### src/rtl/id_stage_pipe_if.sv
// IF/ID/EX-facing signal bundle of the decode stage. The stage takes the slave
// modport and its environment takes the master modport.
interface id_stage_pipe_if #(
  parameter int XLEN       = 32,
  parameter int REG_ADDR_W = 5,
  parameter int CNT_W      = 16
);
  logic                  iValid;
  logic [31:0]           iInstr;
  logic [XLEN-1:0]       iPC;
  logic                  oReady;
  logic [REG_ADDR_W-1:0] oAddrRs1;
  logic [REG_ADDR_W-1:0] oAddrRs2;
  logic [XLEN-1:0]       iRs1Data;
  logic [XLEN-1:0]       iRs2Data;
  logic                  iWbEn;
  logic [REG_ADDR_W-1:0] iWbRd;
  logic [XLEN-1:0]       iWbData;
  logic                  iExMemRead;
  logic [REG_ADDR_W-1:0] iExRd;
  logic                  iStall;
  logic                  iFlush;
  logic                  oValid;
  logic [XLEN-1:0]       oPC;
  logic [6:0]            oOpcode;
  logic [2:0]            oFunc3;
  logic [6:0]            oFunc7;
  logic [REG_ADDR_W-1:0] oRd;
  logic [REG_ADDR_W-1:0] oRs1Addr;
  logic [REG_ADDR_W-1:0] oRs2Addr;
  logic [XLEN-1:0]       oRs1Data;
  logic [XLEN-1:0]       oRs2Data;
  logic [XLEN-1:0]       oImm;
  logic                  oMemRead;
  logic                  oIllegal;
  logic [CNT_W-1:0]      oBubbleCnt;

  modport slave (
    input  iValid, iInstr, iPC, iRs1Data, iRs2Data, iWbEn, iWbRd, iWbData,
           iExMemRead, iExRd, iStall, iFlush,
    output oReady, oAddrRs1, oAddrRs2, oValid, oPC, oOpcode, oFunc3, oFunc7,
           oRd, oRs1Addr, oRs2Addr, oRs1Data, oRs2Data, oImm, oMemRead,
           oIllegal, oBubbleCnt
  );

  modport master (
    output iValid, iInstr, iPC, iRs1Data, iRs2Data, iWbEn, iWbRd, iWbData,
           iExMemRead, iExRd, iStall, iFlush,
    input  oReady, oAddrRs1, oAddrRs2, oValid, oPC, oOpcode, oFunc3, oFunc7,
           oRd, oRs1Addr, oRs2Addr, oRs1Data, oRs2Data, oImm, oMemRead,
           oIllegal, oBubbleCnt
  );
endinterface

### src/rtl/id_stage_pipe.sv
// Registered instruction-decode stage: decode, operand read, load-use bubbles, ID/EX slot.
// Define ID_WB_BYPASS_EN to forward the write-back port into the operand read.
module id_stage_pipe #(
  parameter int XLEN       = 32,
  parameter int REG_ADDR_W = 5,
  parameter int CNT_W      = 16
) (
  input  logic            iClk,
  input  logic            iRst,
  id_stage_pipe_if.slave  bus
);

  localparam logic [6:0] OPC_LUI    = 7'h37;
  localparam logic [6:0] OPC_AUIPC  = 7'h17;
  localparam logic [6:0] OPC_JAL    = 7'h6F;
  localparam logic [6:0] OPC_JALR   = 7'h67;
  localparam logic [6:0] OPC_BRANCH = 7'h63;
  localparam logic [6:0] OPC_LOAD   = 7'h03;
  localparam logic [6:0] OPC_STORE  = 7'h23;
  localparam logic [6:0] OPC_OPIMM  = 7'h13;
  localparam logic [6:0] OPC_OP     = 7'h33;
  localparam logic [6:0] OPC_MISC   = 7'h0F;
  localparam logic [6:0] OPC_SYSTEM = 7'h73;

  typedef struct packed {
    logic                  valid;
    logic [XLEN-1:0]       pc;
    logic [6:0]            opcode;
    logic [2:0]            func3;
    logic [6:0]            func7;
    logic [REG_ADDR_W-1:0] rd;
    logic [REG_ADDR_W-1:0] rs1;
    logic [REG_ADDR_W-1:0] rs2;
    logic [XLEN-1:0]       rs1_data;
    logic [XLEN-1:0]       rs2_data;
    logic [XLEN-1:0]       imm;
    logic                  mem_read;
    logic                  illegal;
  } idex_t;

  // An empty slot reads as addi x0,x0,0 so EX can treat it as a NOP.
  function automatic idex_t bubble();
    idex_t b = '0;
    b.opcode = OPC_OPIMM;
    return b;
  endfunction

  logic [31:0]           instr;
  logic [6:0]            opcode;
  logic [REG_ADDR_W-1:0] rs1_addr, rs2_addr;
  logic                  known_op, uses_rs1, uses_rs2, load_use;
  logic signed [31:0]    imm32;
  logic [XLEN-1:0]       rs1_val, rs2_val;
  idex_t                 slot_q, slot_d, decoded;
  logic [CNT_W-1:0]      cnt_q, cnt_d;
  logic                  ready;

  assign instr        = bus.iInstr;
  assign opcode       = instr[6:0];
  assign rs1_addr     = REG_ADDR_W'(instr[19:15]);
  assign rs2_addr     = REG_ADDR_W'(instr[24:20]);
  assign bus.oAddrRs1 = rs1_addr;
  assign bus.oAddrRs2 = rs2_addr;

  assign known_op = opcode inside {OPC_LUI, OPC_AUIPC, OPC_JAL, OPC_JALR, OPC_BRANCH,
                                   OPC_LOAD, OPC_STORE, OPC_OPIMM, OPC_OP, OPC_MISC,
                                   OPC_SYSTEM};
  assign uses_rs1 = !(opcode inside {OPC_LUI, OPC_AUIPC, OPC_JAL});
  assign uses_rs2 = opcode inside {OPC_OP, OPC_STORE, OPC_BRANCH};
  assign load_use = bus.iValid && bus.iExMemRead && (bus.iExRd != '0) &&
                    ((uses_rs1 && rs1_addr == bus.iExRd) ||
                     (uses_rs2 && rs2_addr == bus.iExRd));

  // NOTE: every always_comb output gets a default first so no path infers a latch.
  always_comb begin
    imm32 = '0;
    unique case (opcode)
      OPC_OPIMM, OPC_LOAD, OPC_JALR, OPC_SYSTEM:
        imm32 = {{20{instr[31]}}, instr[31:20]};
      OPC_STORE:
        imm32 = {{20{instr[31]}}, instr[31:25], instr[11:7]};
      OPC_BRANCH:
        imm32 = {{19{instr[31]}}, instr[31], instr[7], instr[30:25], instr[11:8], 1'b0};
      OPC_LUI, OPC_AUIPC:
        imm32 = {instr[31:12], 12'b0};
      OPC_JAL:
        imm32 = {{11{instr[31]}}, instr[31], instr[19:12], instr[20], instr[30:21], 1'b0};
      default: imm32 = '0;
    endcase
  end

`ifdef ID_WB_BYPASS_EN
  always_comb begin
    rs1_val = (rs1_addr == '0) ? '0 : bus.iRs1Data;
    rs2_val = (rs2_addr == '0) ? '0 : bus.iRs2Data;
    if (rs1_addr != '0 && bus.iWbEn && bus.iWbRd == rs1_addr) rs1_val = bus.iWbData;
    if (rs2_addr != '0 && bus.iWbEn && bus.iWbRd == rs2_addr) rs2_val = bus.iWbData;
  end
`else
  // The regfile writes in the first half-cycle, so its read data is already current.
  assign rs1_val = (rs1_addr == '0) ? '0 : bus.iRs1Data;
  assign rs2_val = (rs2_addr == '0) ? '0 : bus.iRs2Data;
  logic unused_wb;
  assign unused_wb = ^{bus.iWbEn, bus.iWbRd, bus.iWbData};
`endif

  always_comb begin
    decoded          = bubble();
    decoded.valid    = 1'b1;
    decoded.pc       = bus.iPC;
    decoded.opcode   = opcode;
    decoded.func3    = instr[14:12];
    decoded.func7    = instr[31:25];
    decoded.rd       = REG_ADDR_W'(instr[11:7]);
    decoded.rs1      = rs1_addr;
    decoded.rs2      = rs2_addr;
    decoded.rs1_data = rs1_val;
    decoded.rs2_data = rs2_val;
    decoded.imm      = XLEN'(imm32);
    decoded.mem_read = (opcode == OPC_LOAD);
    decoded.illegal  = (instr[1:0] != 2'b11) || !known_op;
  end

  // Flush outranks stall, which outranks a load-use bubble.
  always_comb begin
    slot_d = slot_q;
    cnt_d  = cnt_q;
    ready  = 1'b0;
    if (bus.iFlush) begin
      slot_d = bubble();
      ready  = 1'b1;
    end else if (bus.iStall) begin
      slot_d = slot_q;
    end else if (load_use) begin
      slot_d = bubble();
      if (cnt_q != '1) cnt_d = cnt_q + CNT_W'(1);
    end else begin
      slot_d = bus.iValid ? decoded : bubble();
      ready  = 1'b1;
    end
  end

  assign bus.oReady = ready && !iRst;

  // NOTE: state registers use non-blocking assignments so every flop samples pre-edge values.
  always_ff @(posedge iClk) begin
    if (iRst) begin
      slot_q <= bubble();
      cnt_q  <= '0;
    end else begin
      slot_q <= slot_d;
      cnt_q  <= cnt_d;
    end
  end

  assign bus.oValid     = slot_q.valid;
  assign bus.oPC        = slot_q.pc;
  assign bus.oOpcode    = slot_q.opcode;
  assign bus.oFunc3     = slot_q.func3;
  assign bus.oFunc7     = slot_q.func7;
  assign bus.oRd        = slot_q.rd;
  assign bus.oRs1Addr   = slot_q.rs1;
  assign bus.oRs2Addr   = slot_q.rs2;
  assign bus.oRs1Data   = slot_q.rs1_data;
  assign bus.oRs2Data   = slot_q.rs2_data;
  assign bus.oImm       = slot_q.imm;
  assign bus.oMemRead   = slot_q.mem_read;
  assign bus.oIllegal   = slot_q.illegal;
  assign bus.oBubbleCnt = cnt_q;

endmodule

### src/flat_wrapper.sv
// flat-port wrapper written by rule: the top's interface ports become plain ports
module id_stage_pipe_flat 
#(
  parameter int XLEN       = 32,
  parameter int REG_ADDR_W = 5,
  parameter int CNT_W      = 16
)
  (iClk, iRst, bus_iValid, bus_iInstr, bus_iPC, bus_iRs1Data, bus_iRs2Data, bus_iWbEn, bus_iWbRd, bus_iWbData, bus_iExMemRead, bus_iExRd, bus_iStall, bus_iFlush, bus_oReady, bus_oAddrRs1, bus_oAddrRs2, bus_oValid, bus_oPC, bus_oOpcode, bus_oFunc3, bus_oFunc7, bus_oRd, bus_oRs1Addr, bus_oRs2Addr, bus_oRs1Data, bus_oRs2Data, bus_oImm, bus_oMemRead, bus_oIllegal, bus_oBubbleCnt);
  id_stage_pipe_if #(.XLEN(XLEN), .REG_ADDR_W(REG_ADDR_W), .CNT_W(CNT_W)) bus_i ();
  input  logic iClk;
  input  logic iRst;
  input wire logic [$bits(bus_i.iValid)-1:0] bus_iValid;
  input wire logic [$bits(bus_i.iInstr)-1:0] bus_iInstr;
  input wire logic [$bits(bus_i.iPC)-1:0] bus_iPC;
  input wire logic [$bits(bus_i.iRs1Data)-1:0] bus_iRs1Data;
  input wire logic [$bits(bus_i.iRs2Data)-1:0] bus_iRs2Data;
  input wire logic [$bits(bus_i.iWbEn)-1:0] bus_iWbEn;
  input wire logic [$bits(bus_i.iWbRd)-1:0] bus_iWbRd;
  input wire logic [$bits(bus_i.iWbData)-1:0] bus_iWbData;
  input wire logic [$bits(bus_i.iExMemRead)-1:0] bus_iExMemRead;
  input wire logic [$bits(bus_i.iExRd)-1:0] bus_iExRd;
  input wire logic [$bits(bus_i.iStall)-1:0] bus_iStall;
  input wire logic [$bits(bus_i.iFlush)-1:0] bus_iFlush;
  output wire logic [$bits(bus_i.oReady)-1:0] bus_oReady;
  output wire logic [$bits(bus_i.oAddrRs1)-1:0] bus_oAddrRs1;
  output wire logic [$bits(bus_i.oAddrRs2)-1:0] bus_oAddrRs2;
  output wire logic [$bits(bus_i.oValid)-1:0] bus_oValid;
  output wire logic [$bits(bus_i.oPC)-1:0] bus_oPC;
  output wire logic [$bits(bus_i.oOpcode)-1:0] bus_oOpcode;
  output wire logic [$bits(bus_i.oFunc3)-1:0] bus_oFunc3;
  output wire logic [$bits(bus_i.oFunc7)-1:0] bus_oFunc7;
  output wire logic [$bits(bus_i.oRd)-1:0] bus_oRd;
  output wire logic [$bits(bus_i.oRs1Addr)-1:0] bus_oRs1Addr;
  output wire logic [$bits(bus_i.oRs2Addr)-1:0] bus_oRs2Addr;
  output wire logic [$bits(bus_i.oRs1Data)-1:0] bus_oRs1Data;
  output wire logic [$bits(bus_i.oRs2Data)-1:0] bus_oRs2Data;
  output wire logic [$bits(bus_i.oImm)-1:0] bus_oImm;
  output wire logic [$bits(bus_i.oMemRead)-1:0] bus_oMemRead;
  output wire logic [$bits(bus_i.oIllegal)-1:0] bus_oIllegal;
  output wire logic [$bits(bus_i.oBubbleCnt)-1:0] bus_oBubbleCnt;
  assign bus_i.iValid = bus_iValid;
  assign bus_i.iInstr = bus_iInstr;
  assign bus_i.iPC = bus_iPC;
  assign bus_i.iRs1Data = bus_iRs1Data;
  assign bus_i.iRs2Data = bus_iRs2Data;
  assign bus_i.iWbEn = bus_iWbEn;
  assign bus_i.iWbRd = bus_iWbRd;
  assign bus_i.iWbData = bus_iWbData;
  assign bus_i.iExMemRead = bus_iExMemRead;
  assign bus_i.iExRd = bus_iExRd;
  assign bus_i.iStall = bus_iStall;
  assign bus_i.iFlush = bus_iFlush;
  assign bus_oReady = bus_i.oReady;
  assign bus_oAddrRs1 = bus_i.oAddrRs1;
  assign bus_oAddrRs2 = bus_i.oAddrRs2;
  assign bus_oValid = bus_i.oValid;
  assign bus_oPC = bus_i.oPC;
  assign bus_oOpcode = bus_i.oOpcode;
  assign bus_oFunc3 = bus_i.oFunc3;
  assign bus_oFunc7 = bus_i.oFunc7;
  assign bus_oRd = bus_i.oRd;
  assign bus_oRs1Addr = bus_i.oRs1Addr;
  assign bus_oRs2Addr = bus_i.oRs2Addr;
  assign bus_oRs1Data = bus_i.oRs1Data;
  assign bus_oRs2Data = bus_i.oRs2Data;
  assign bus_oImm = bus_i.oImm;
  assign bus_oMemRead = bus_i.oMemRead;
  assign bus_oIllegal = bus_i.oIllegal;
  assign bus_oBubbleCnt = bus_i.oBubbleCnt;
  id_stage_pipe #(.XLEN(XLEN), .REG_ADDR_W(REG_ADDR_W), .CNT_W(CNT_W)) u_core (.iClk(iClk), .iRst(iRst), .bus(bus_i));
endmodule
### config.mk
export PLATFORM = sky130hd
export DESIGN_NAME = id_stage_pipe_flat
export DESIGN_NICKNAME = d
export VERILOG_FILES = /design/src/rtl/id_stage_pipe_if.sv /design/src/rtl/id_stage_pipe.sv /design/src/flat_wrapper.sv
export SDC_FILE = /design/constraint.sdc
export NUM_CORES = 1
export LEC_CHECK = 0
export CORE_AREA = 2 2 142 144
export CTS_CLUSTER_SIZE = 30
export DETAILED_ROUTE_END_ITERATION = 8
export DIE_AREA = 0 0 144 146
export PLACE_DENSITY = 0.73
export SETUP_SLACK_MARGIN = 0.5
export SKIP_LAST_GASP = 1
export SYNTH_ARGS = -nofsm -noshare
export SYNTH_HDL_FRONTEND = slang
export SYNTH_SLANG_ARGS = --single-unit
### constraint.sdc
create_clock -name iClk -period 2.9 [get_ports iClk]
set_input_delay 0.435 -clock iClk [delete_from_list [all_inputs] [get_ports iClk]]
set_output_delay 0.435 -clock iClk [all_outputs]
set_load 0.02 [all_outputs]
# Word level (Yosys, flattened, before mapping)
# Cells that the tools add are included.
# word_totals
register_bits	179
input_bits	177
out_inout_bits	190
elab_cells	61
# classes
addsub	1
eq_ne	15
mux	8
n_bitwise	2
reduce_logical	21
# op_table
op	count
$mux 163	2
$pmux 32 s5	1
$mux 32	2
$eq 7x7->1 const B	4
$eq 7x6->1 const B	3
$add 16x1->16 const B	1
$ne 16x16->1 const B	1
$eq 7x5->1 const B	2
$reduce_bool 11->1	1
$eq 5x5->1	2
$logic_not 5->1	2
$eq 7x2->1 const B	1
$eq 7x4->1 const B	1
$logic_and 1x1->1	6
$reduce_bool 3->1	2
$reduce_bool 5->1	1
$reduce_and 4->1	1
$reduce_or 2->1	2
$reduce_or 4->1	1
$logic_not 1->1	3
$mux 1	3
$logic_or 1x1->1	2
$ne 2x2->1 const B	1
$not 1->1	2

# Longest topological paths before layout
# logic_depth
ltp_word	10
mapped_depth	10
mapped_depth_nobuf	7

# Worst setup path after synthesis
# Ideal clock, no wire load.
# synth_timing
kind	input to output
start	input bus_iExRd[0]
end	output bus_oReady
arrival_ns	1.931
t_required_ns	2.465
path_slack_ns	0.534
cell_stages	6
path_buffers	0
path_cell_list	or4_1 -> o211ai_2 -> nor4_2 -> nor2_1 -> nand2_1 -> a21oi_1
# synth_via
elab_chain_len	8
word_cells_on_any_way	12
classes_between	eq/ne (2); mux (3); reduce/logical (7)
# synth_rtl
item	line_no	text
from (decl)	flat_wrapper.sv:21	input wire logic [$bits(bus_i.iExRd)-1:0] bus_iExRd;
$eq 5x5->1 (on tied branches)	id_stage_pipe.sv:71, id_stage_pipe.sv:72	
$logic_and 1x1->1 (on tied branches)	id_stage_pipe.sv:71, id_stage_pipe.sv:72	
$logic_or 1x1->1	id_stage_pipe.sv:71	((uses_rs1 && rs1_addr == bus.iExRd) ||
$logic_and 1x1->1 *	id_stage_pipe.sv:70	assign load_use = bus.iValid && bus.iExMemRead && (bus.iExRd != '0) &&
$mux 1 *	id_stage_pipe.sv:134	end else if (load_use) begin
$mux 1 *	id_stage_pipe.sv:132	end else if (bus.iStall) begin
$mux 1 *	id_stage_pipe.sv:129	if (bus.iFlush) begin
$logic_and 1x1->1 *	id_stage_pipe.sv:143	assign bus.oReady = ready && !iRst;
to (decl)	flat_wrapper.sv:24	output wire logic [$bits(bus_i.oReady)-1:0] bus_oReady;
# Mark *: on every way between the ends. The rest lies on a longest branch, timed or not.

# Final worst setup path
# layout_timing
start	input bus_iExRd[2]
end	output bus_oReady
# The elaborated chain is that of the path after synthesis.

==> metrics list <==
- Number of max-cap violations: 0
- Path depth of the worst reg2reg path: 7
* Startpoint of the most critical hold path: bus_iInstr[2]
- Most frequently used flop master after synthesis: sky130_fd_sc_hd__dfxtp_1
- After synthesis, the mean cell area works out to 10.6 um^2.
- Final RePlAce weighted congestion: 0.817
- The worst setup path is launched from a primary input.
* CTS sink cnt: 179
- In this run, synthesis inferred 0 flip-flops with an integrated enable.
* Antenna violations before repair: 1
* Critical Path Sink Type: primary output
- In this run, post-CTS hold repair placed 0 buffers.
* Total Routed Length: 22,300 um
* Initial cell density of the core: 0.333
- The floorplan has 51 rows.
- For this run, the number of Yosys warnings is 0.
- Compared with the post-synthesis result, the final layout area differs by 69.1%.
* Level count of the clock H-tree: 4
- Routed wirelength normalized by instance count: 18.1 um
- After synthesis, the share of flip-flops with an asynchronous set or reset is 0.
- Synthesis produced a netlist with a net count of 787.
- Min Clock Period, post-route: 2390 ps
- Of the synthesized area, sequential elements account for 0.557.
- Pleak: 4.06 nW
* Highest ir drop seen on vdd: 0.322 mV
- The max-slew violation total from the final report was 0.
- The share of synthesized area in the top cell type comes to 0.557.
* Status: completed
- DR vias/cell: 5.00
- Worst-path clk slew: 70 ps
- From bottom edge to top edge, the die measures 146 um.
- Final Skew: 3.58 ps
- The first global-routing pass estimated 33,800 um of wire.
- Dividing the final minimum period by the clock period gives 0.825.
- Across every metal layer, demand over resource in global routing totals 0.206.
- The final route contains 6,140 vias.
- Remaining number of nets flagged by the antenna check after routing: 0
- Crit-path cells: buf_6 > or4_4 > o211ai_4 > nor4_4 > nor2_2 > nand2_1 > a21oi_2 > buf_4
- Number of instances on the worst hold path: 2
- Yosys reg bits: 179
- Maximum number of pins on one net before global-route repair: 43
* Placeable Area: 19,300 um^2
- 367 I/O pins were placed.
- Worst-skew pair later-pin latency: 420 ps
- I/O Buffers: 328
- 1st-iter DRT viols: 326
- Final hold viol count: 0
* Proportion of layout cells with a drive suffix above 1: 0.109
* Half-perimeter wire length after placement: 16,500 um
- Most frequent cells after synthesis: sky130_fd_sc_hd__dfxtp_1 (179), sky130_fd_sc_hd__a22o_1 (133), sky130_fd_sc_hd__nand2_1 (41)
- Detailed-router iteration count before antenna repair: 5
* Number of buffers inserted during clock tree synthesis: 17
* # diodes: 0
- In this run the register-to-register setup slack is 690 ps.
- At the worst endpoint, the required time is 2470 ps.
- Via count of the first global-routing pass: 5,986
- Number of remaining DRC errors: 0
* Die width: 144 um
- After the last flow step, the layout net total stands at 1,129.
- Data arrives at the worst endpoint at 1960 ps.
- Count of final setup violators: 0
- The min-delay analysis places its worst path in the category primary input to register.
- Delay of the slowest cell on the worst path: 530 ps
- The total overflow left after global routing is 0.
- On the critical path, the stage with the largest delay is an instance of sky130_fd_sc_hd__or4_4.
- Worst-case hold slack: 425 ps
- Worst hold path endpoint: u_core.bus.oOpcode[2]
- Root Driver: sky130_fd_sc_hd__clkbuf_16
* Leading area contributor after synthesis: sky130_fd_sc_hd__dfxtp_1
* Power density normalized to cell area: 493 nW/um^2
- TritonCTS built the clock tree.
- Sorting the synthesized cells by area gives the leading types as sky130_fd_sc_hd__dfxtp_1 (56%), sky130_fd_sc_hd__a22o_1 (18%), sky130_fd_sc_hd__o21ai_0 (2.6%).
- Based on the critical path, the design can be clocked at up to 418 MHz.
* Class of the most critical setup path: primary input to primary output
- The die covers 21,000 um^2.
- Count of different cell masters after synthesis: 50
- After technology mapping, the gate count stands at 609.
- The synthesized netlist occupies a cell area of 6430 um^2.
* Worst-case clock buffer depth: 2
- The worst pin sits at a relative slew slack of 0.612.
* Setup repair after global routing missed its margin: true
- Actual slew at the worst max-slew pin: 583 ps
- Most repeated cell in the gate-level netlist after synthesis: sky130_fd_sc_hd__dfxtp_1
- The filler cells instantiated in the layout total 1,736.
- Maximum fanout count along the critical path: 2
- In this run the critical register-to-register path is launched from u_core.bus.oBubbleCnt[0].
- Worst reg2reg endpoint: u_core.bus.oBubbleCnt[5]
- Setup tns final: 0 ps
## cells in the final DEF, fill, tap and decap left out, types with 6 or more instances in the layout
| cell type | n |
|---|---|
| sky130_fd_sc_hd__a21oi_1 | 32 |
| sky130_fd_sc_hd__a22o_1 | 133 |
| sky130_fd_sc_hd__buf_12 | 8 |
| sky130_fd_sc_hd__buf_4 | 44 |
| sky130_fd_sc_hd__clkbuf_16 | 17 |
| sky130_fd_sc_hd__clkdlybuf4s50_1 | 309 |
| sky130_fd_sc_hd__dfxtp_1 | 179 |
| sky130_fd_sc_hd__dlygate4sd2_1 | 8 |
| sky130_fd_sc_hd__dlymetal6s2s_1 | 6 |
| sky130_fd_sc_hd__inv_1 | 7 |
| sky130_fd_sc_hd__nand2_1 | 41 |
| sky130_fd_sc_hd__nand3_1 | 9 |
| sky130_fd_sc_hd__nand4_1 | 6 |
| sky130_fd_sc_hd__nor2_1 | 22 |
| sky130_fd_sc_hd__o21ai_0 | 34 |
| sky130_fd_sc_hd__or3_1 | 8 |
| sky130_fd_sc_hd__xnor2_1 | 11 |
## power by group
group	internal (mW)	leakage, nW	switching [mW]	total [mW]
Combinational	0.328	2.33	0.259	0.587
Clock	1.17	0.277	1.10	2.26
Sequential	2.49	1.45	0.0203	2.52
Total	3.99	4.06	1.38	5.37
## metal layers
metal	wire length, um	part of all wire	up-vias	global-route usage
li1	-	-	2949	-
met2	10700	0.48	256	0.350
met1	9200	0.41	2908	0.244
met4	359	0.016	2	0.0549
met3	2040	0.092	25	0.0754
met5	13	0.00058	-	0
## through the flow
step	util	cells	cell area, um^2	power, mW	setup slack, ps
after floorplan	-	609	6430	2.78	534
after global placement	0.529	1194	10200	3.15	-336
after detailed placement	0.529	1194	10200	3.16	-382
after CTS	0.561	1228	10800	5.43	503
after global routing	0.563	1229	10900	5.58	484
final	0.563	1229	10900	5.37	508
## area by class of cell
cell class	count	area (um^2)	area share
clock buffer	18	439	0.0404
timing repair buffer	380	3770	0.347
inverter	7	26.3	0.00242
sequential	179	3580	0.329
clock inverter	14	140	0.0129
tap	265	332	0.0305
multi-input combinational	366	2590	0.238
## kinds of logic after synthesis
family / count (synthesis) / share of synthesized area
DFF: 179 / 0.557
and+or+nand+nor: 116 / 0.0918
adders and majority gates: 1 / 0.00194
AOI/OAI and AO/OA: 231 / 0.273
muxes: 6 / 0.00972
buffers and inverters: 64 / 0.0504
xor gates and xnor gates: 12 / 0.0163
## worst max path at each step
stage	cells after the start	slack (ps)	to	startpoint
after floorplan	6	530	bus_oReady	bus_iExRd[0]
after global placement	8	-340	bus_oReady	bus_iExRd[3]
after detailed placement	8	-380	bus_oReady	bus_iExRd[0]
after CTS	8	500	bus_oReady	bus_iInstr[21]
after global routing	8	480	bus_oReady	bus_iExRd[2]
final	8	510	bus_oReady	bus_iExRd[2]
## state kept, by name, summed over array words and instances (netlist names)
register / cells
u_core.bus.oRs1Data: 32
u_core.bus.oBubbleCnt: 16
u_core.bus.oRs1Addr: 5
u_core.bus.oImm: 32
u_core.bus.oIllegal: 1
u_core.bus.oRs2Data: 32
u_core.bus.oValid: 1
u_core.bus.oRd: 5
u_core.bus.oRs2Addr: 5
u_core.bus.oOpcode: 7
u_core.bus.oFunc3: 3
u_core.bus.oMemRead: 1
u_core.bus.oFunc7: 7
u_core.bus.oPC: 32
## what timing repair did
| item | CTS | global route |
|---|---|---|
| gates resized for setup | 35 | 11 |
| gates cloned | 0 | 0 |
| endpoints found under the setup margin | 112 | 19 |
| endpoints found under the hold margin | 0 | 0 |
| pin swaps | 10 | 9 |
| buffers inserted | 2 | 1 |
## worst max-delay path, delay by kind of cell
kind            cells  cell delay (ps)
simple gates        4              830
compound gates      2              420
buf+inv             2              260
(Power assumes the default switching activity.)
